`config.mk`:
```
export PLATFORM = sky130hd
export DESIGN_NAME = ifm_row_loader
export DESIGN_NICKNAME = d
export VERILOG_FILES = /design/src/rtl/ifm_row_loader.sv
export SDC_FILE = /design/constraint.sdc
export NUM_CORES = 1
export LEC_CHECK = 0
export BUFFER_PORTS_ARGS = -buffer_cell sky130_fd_sc_hd__buf_2
export CORE_MARGIN = 1.5
export CORE_UTILIZATION = 25
export CTS_CLUSTER_DIAMETER = 30
export CTS_CLUSTER_SIZE = 20
export DETAILED_ROUTE_END_ITERATION = 16
export PLACE_DENSITY = 0.44
export SYNTH_ARGS = -nofsm -noshare
export SYNTH_HDL_FRONTEND = slang
export SYNTH_SLANG_ARGS = --single-unit
```
`constraint.sdc`:
```
create_clock -name clk -period 12.71 [get_ports clk]
set_clock_uncertainty 0.15 [all_clocks]
set_input_delay 0 -clock clk [delete_from_list [all_inputs] [get_ports clk]]
set_output_delay 0 -clock clk [all_outputs]
set_load 0.05 [all_outputs]
```
`src/rtl/ifm_row_loader.sv`:
```
// Single-row IFM loader: fetches q_width*q_channel words of one row through a
// burst read port and writes them, in beat order, into a circular line buffer slot.
module ifm_row_loader #(
    parameter int W_SIZE     = 10,
    parameter int W_CHANNEL  = 10,
    parameter int W_DATA     = 32,
    parameter int W_ADDR     = 32,
    parameter int W_SLOT     = 2,
    parameter int W_BUF_WORD = 12,
    parameter int W_LEN      = 9,
    parameter int MAX_BURST  = 256
) (
    input  logic                         clk,
    input  logic                         rstn,
    input  logic                         q_req_load,
    input  logic [W_SIZE-1:0]            q_req_row,
    input  logic [W_SIZE-1:0]            q_width,
    input  logic [W_CHANNEL-1:0]         q_channel,
    input  logic [W_ADDR-1:0]            q_base_addr,
    output logic                         o_req_done,
    output logic                         o_busy,
    output logic                         o_req_drop,
    output logic                         o_rd_req_valid,
    input  logic                         i_rd_req_ready,
    output logic [W_ADDR-1:0]            o_rd_addr,
    output logic [W_LEN-1:0]             o_rd_len,
    input  logic                         i_rd_data_valid,
    input  logic [W_DATA-1:0]            i_rd_data,
    output logic                         o_buf_we,
    output logic [W_SLOT+W_BUF_WORD-1:0] o_buf_addr,
    output logic [W_DATA-1:0]            o_buf_wdata
);
    localparam int BPW   = W_DATA / 8;
    localparam int W_CNT = W_BUF_WORD + 1;

    typedef enum logic [2:0] {ST_IDLE, ST_SETUP, ST_REQ, ST_RECV, ST_DONE} state_t;

    state_t                         r_state, w_next;
    logic [W_SIZE-1:0]              r_row;
    logic [W_SLOT-1:0]              r_slot;
    logic [W_CNT-1:0]               r_row_words, r_words_issued, w_remaining, w_row_words;
    logic [W_BUF_WORD-1:0]          r_words_recv;
    logic [W_ADDR-1:0]              r_row_base, w_row_off, w_burst_addr;
    logic [W_LEN-1:0]               r_burst_len, r_beat_cnt, w_len;
    logic                           w_accept, w_beat, w_last_beat;
    logic                           r_we, r_drop;
    logic [W_SLOT+W_BUF_WORD-1:0]   r_buf_addr;
    logic [W_DATA-1:0]              r_wdata;

    // Product taken at the truncated width directly; equals the low bits of the full product.
    assign w_row_words  = W_CNT'(W_CNT'(q_width) * W_CNT'(q_channel));
    assign w_row_off    = W_ADDR'(r_row) * W_ADDR'(r_row_words) * W_ADDR'(BPW);
    assign w_remaining  = r_row_words - r_words_issued;
    assign w_len        = (w_remaining >= W_CNT'(MAX_BURST)) ? W_LEN'(MAX_BURST) : W_LEN'(w_remaining);
    assign w_burst_addr = r_row_base + W_ADDR'(r_words_issued) * W_ADDR'(BPW);

    assign w_accept    = (r_state == ST_REQ) && i_rd_req_ready;
    assign w_beat      = (r_state == ST_RECV) && i_rd_data_valid;
    assign w_last_beat = w_beat && (r_beat_cnt == r_burst_len - W_LEN'(1));

    always_ff @(posedge clk or negedge rstn) begin
        if (!rstn) r_state <= ST_IDLE;
        else       r_state <= w_next;
    end

    always_comb begin
        w_next = r_state;
        case (r_state)
            ST_IDLE:  if (q_req_load) w_next = ST_SETUP;
            ST_SETUP: w_next = (r_row_words == '0) ? ST_DONE : ST_REQ;
            ST_REQ:   if (w_accept) w_next = ST_RECV;
            ST_RECV:  if (w_last_beat) w_next = (r_words_issued < r_row_words) ? ST_REQ : ST_DONE;
            ST_DONE:  w_next = ST_IDLE;
            default:  w_next = ST_IDLE;
        endcase
    end

    always_ff @(posedge clk or negedge rstn) begin
        if (!rstn) begin
            r_row          <= '0;
            r_slot         <= '0;
            r_row_words    <= '0;
            r_row_base     <= '0;
            r_words_issued <= '0;
            r_words_recv   <= '0;
            r_burst_len    <= '0;
            r_beat_cnt     <= '0;
            r_we           <= 1'b0;
            r_drop         <= 1'b0;
            r_buf_addr     <= '0;
            r_wdata        <= '0;
        end else begin
            r_we   <= w_beat;
            r_drop <= q_req_load && (r_state != ST_IDLE);
            if (r_state == ST_IDLE && q_req_load) begin
                r_row          <= q_req_row;
                r_slot         <= q_req_row[W_SLOT-1:0];
                r_row_words    <= w_row_words;
                r_words_issued <= '0;
                r_words_recv   <= '0;
            end
            if (r_state == ST_SETUP) r_row_base <= q_base_addr + w_row_off;
            if (w_accept) begin
                r_words_issued <= r_words_issued + W_CNT'(w_len);
                r_burst_len    <= w_len;
                r_beat_cnt     <= '0;
            end
            if (w_beat) begin
                r_buf_addr   <= {r_slot, r_words_recv};
                r_wdata      <= i_rd_data;
                r_words_recv <= r_words_recv + W_BUF_WORD'(1);
                r_beat_cnt   <= r_beat_cnt + W_LEN'(1);
            end
        end
    end

    assign o_busy         = (r_state != ST_IDLE);
    assign o_req_done     = (r_state == ST_DONE);
    assign o_req_drop     = r_drop;
    assign o_rd_req_valid = (r_state == ST_REQ);
    assign o_rd_addr      = o_rd_req_valid ? w_burst_addr : '0;
    assign o_rd_len       = o_rd_req_valid ? w_len : '0;
    assign o_buf_we       = r_we;
    assign o_buf_addr     = r_buf_addr;
    assign o_buf_wdata    = r_wdata;

endmodule

```
==> results_dict.tcl <==
set metrics [dict create \
    r2r_slack_ns 4.52 \
    synth_most_common_cell "nand2_1" \
    cts.htree.levels 4 \
    cts_root_buffer "clkbuf_16" \
    critPathLaunchType "flop" \
    die_h_um 253 \
    hold_start "q_width[0]" \
    finalWorstSetupSlack_ns 4.52 \
    cp_data_arrival_time_ns 8.38 \
    design_area_mm2 0.0189 \
    ys_seq_elements 149 \
    drt_wl_total_um 44800 \
    dp_hpwl_um 34800 \
    period_share 0.644 \
    cts_buffer_depth 2 \
    drtAntennaViolNets 0 \
    synth_edf_count 0 \
    crit_required_ns 12.90 \
    ys.flop_type "dfrtp_1" \
    drive_above_1_share 0.132 \
    cts_buffers 17 \
    hold_class "in2reg" \
    netlist_area_mm2 0.0156 \
    synthArstFlopShare 1.00 \
    synthesis.instances 1825 \
    synth_top_area_frac 0.239 \
    leakagePower_nw 9.89 \
    r2r-end "r_row_base[31]$_DFFE_PN0N_" \
    drt-initial-drc-count 618 \
    io-pin-count 191 \
    hold_end "r_row_words[1]$_DFFE_PN0P_" \
    cpPeakStageDelay_ns 0.67 \
    yosysTopAreaCell "dfrtp_1" \
    crit_fanout 13 \
    cp-end-kind "flop" \
    hold_path_depth 4 \
    drv_slew 0 \
    cts_sinks 149 \
    max_freq_mhz 122 \
    status "complete, no violations" \
    r2r-start "r_row_words[2]$_DFFE_PN0P_" \
    placed_area_mm2 0.0175 \
    grt_start_max_net_pins 73 \
    synth_common_cells "341 x nand2_1, 187 x inv_1, 149 x dfrtp_1, 149 x ha_1, 133 x fa_1" \
    peakVddDrop_mv 0.0591 \
    rr_worst_depth 28 \
    cap_violations 0 \
    rows 91 \
    start_util 0.253 \
    tns_ns 0 \
    die_w_um 253 \
    worst-setup-path-type "reg2reg" \
    ys_seq_area_frac 0.239 \
    avgSynthCellArea_um2 8.57 \
    cts_tree "done" \
    dieArea_mm2 0.0640 \
    diodes 0 \
    synthesis.nets 2206 \
    synth_cell_types 65 \
    rsz0062_at_grt "no" \
    area_delta_synth_final_pct 21.2 \
    total_power_mw 1.51 \
    max_slew_margin 0.321 \
    post-place-ws_ns 5.18 \
    drc 0 \
    grt_overflow 0 \
    ys.warnings.count 0 \
    worstSkewPairLatency_ns 0.49 \
    ctsResizeCount 0 \
    viasPerCell 4.52 \
    slowest_stage "dfrtp_1" \
    place.gp.congestion 0.818 \
    wl_per_cell_um 15.4 \
    setup_viol 0 \
    clk_pin_slew_ns 0.07 \
    hold_viol 0 \
    first_pass_iters 5 \
    power_density_mw_per_mm2 79.9 \
    vias 13200 \
    placement.io_buffers 190 \
    final_nets 2445 \
    antenna_found_initial 0 \
    postLayoutCoreUtil 0.307 \
    core_mm2 0.0617 \
    grt_pass1_wl_um 73100 \
    yosys-top-cells-area "dfrtp_1 24%, fa_1 17%, ha_1 12%, nand2_1 8.2%, and2_1 4.5%" \
    grt.total_usage 0.147 \
    grt_pass1_vias 13700 \
    worst_slew_pin_slew_ns 1.02 \
    post-route-min-period_ns 8.19 \
]
## layout make-up
cell class | count | area [µm²]
clock inverters | 15 | 178
inverters | 187 | 702
well taps | 837 | 1050
fillers | 6649 | 42800
multi-input cells | 1424 | 11000
repair buffers | 285 | 1900
flip-flops and latches | 149 | 3730
clock buffers | 17 | 425
## layer usage
layer / GRT usage / up-vias / part of all wire
met3: 0.0267 / 25 / 0.033
met4: 0.0328 / 0 / 0.012
met5: 0 / - / 0
met1: 0.186 / 6434 / 0.46
met2: 0.258 / 202 / 0.50
li1: - / 6500 / -
## repair_timing
action	4_1_cts	5_1_grt
endpoints found under the hold margin	156	0
setup buffers	0	0
hold buffers	87	0
## worst max-delay path by stage
stage,start,to,slack (ns),depth (start not counted)
finish,r_row_words[2]$_DFFE_PN0P_,r_row_base[31]$_DFFE_PN0N_,4.52,28
detailed placement,r_row_words[2]$_DFFE_PN0P_,r_row_base[31]$_DFFE_PN0N_,5.18,26
CTS,r_row_words[2]$_DFFE_PN0P_,r_row_base[31]$_DFFE_PN0N_,4.60,27
floorplan,r_row[3]$_DFFE_PN0P_,r_row_base[28]$_DFFE_PN0N_,5.83,28
global placement,r_row_words[2]$_DFFE_PN0P_,r_row_base[31]$_DFFE_PN0N_,5.29,26
global route,r_row_words[2]$_DFFE_PN0P_,r_row_base[31]$_DFFE_PN0N_,3.96,27
## cells by family (layout without fill, tap and decap cells)
logic type               after synthesis  after routing  share of synthesized area
AO/OA/AOI/OAI                        327            327                      0.130
flip-flops                           149            149                      0.239
buffers and inverters                252            504                     0.0606
multiplexers                          22             22                     0.0156
XOR/XNOR                             104            104                     0.0583
AND/OR/NAND/NOR                      689            689                      0.207
adder cells (fa/ha/maj)              282            282                      0.290
## registers in the layout, summed over array words and instances, names as in the netlist, 10 cells and up
| register | flops |
|---|---|
| o_buf_addr | 14 |
| r_row_base | 32 |
| r_words_recv | 12 |
| r_row | 10 |
| o_buf_wdata | 32 |
| r_row_words | 13 |
| r_words_issued | 13 |
## critical path: cells and delay by family, from the launching register on
| family | cells | cell delay [ns] |
|---|---|---|
| buf+inv | 4 | 0.73 |
| simple gates | 5 | 0.84 |
| flops | 1 | 0.67 |
| xor+xnor | 2 | 0.31 |
| fa+ha+maj | 7 | 3.24 |
| compound gates | 10 | 2.12 |
## power by group
| part | switching (mW) | internal (mW) | leakage (nW) |
|---|---|---|---|
| combinational | 0.269 | 0.200 | 7.76 |
| sequential | 0.0189 | 0.497 | 1.84 |
| clock | 0.264 | 0.264 | 0.290 |
| total | 0.553 | 0.961 | 9.89 |
## stage by stage
| step | instances | hold WS [ns] |
|---|---|---|
| 2_1_floorplan | 1825 | -0.446 |
| 3_3_place_gp | 2795 | -0.0511 |
| 3_5_place_dp | 2795 | -0.0437 |
| 4_1_cts | 2914 | 0.00383 |
| 5_1_grt | 2914 | 0.0269 |
| 6_report | 2914 | 0.0271 |
## layout by cell type, fill, tap and decap left out, types with 18 or more instances in the layout
cell type	instances
and2_1	113
mux2_2	19
and3_1	22
nor2_1	82
ha_1	149
a21oi_1	80
o21ai_0	116
nand2_1	341
dlygate4sd3_1	86
nand3_1	29
nand2b_1	18
xor2_1	33
buf_2	189
fa_1	133
a21o_1	26
xnor2_1	71
inv_1	186
dfrtp_1	149
(Power assumes the default switching activity.)
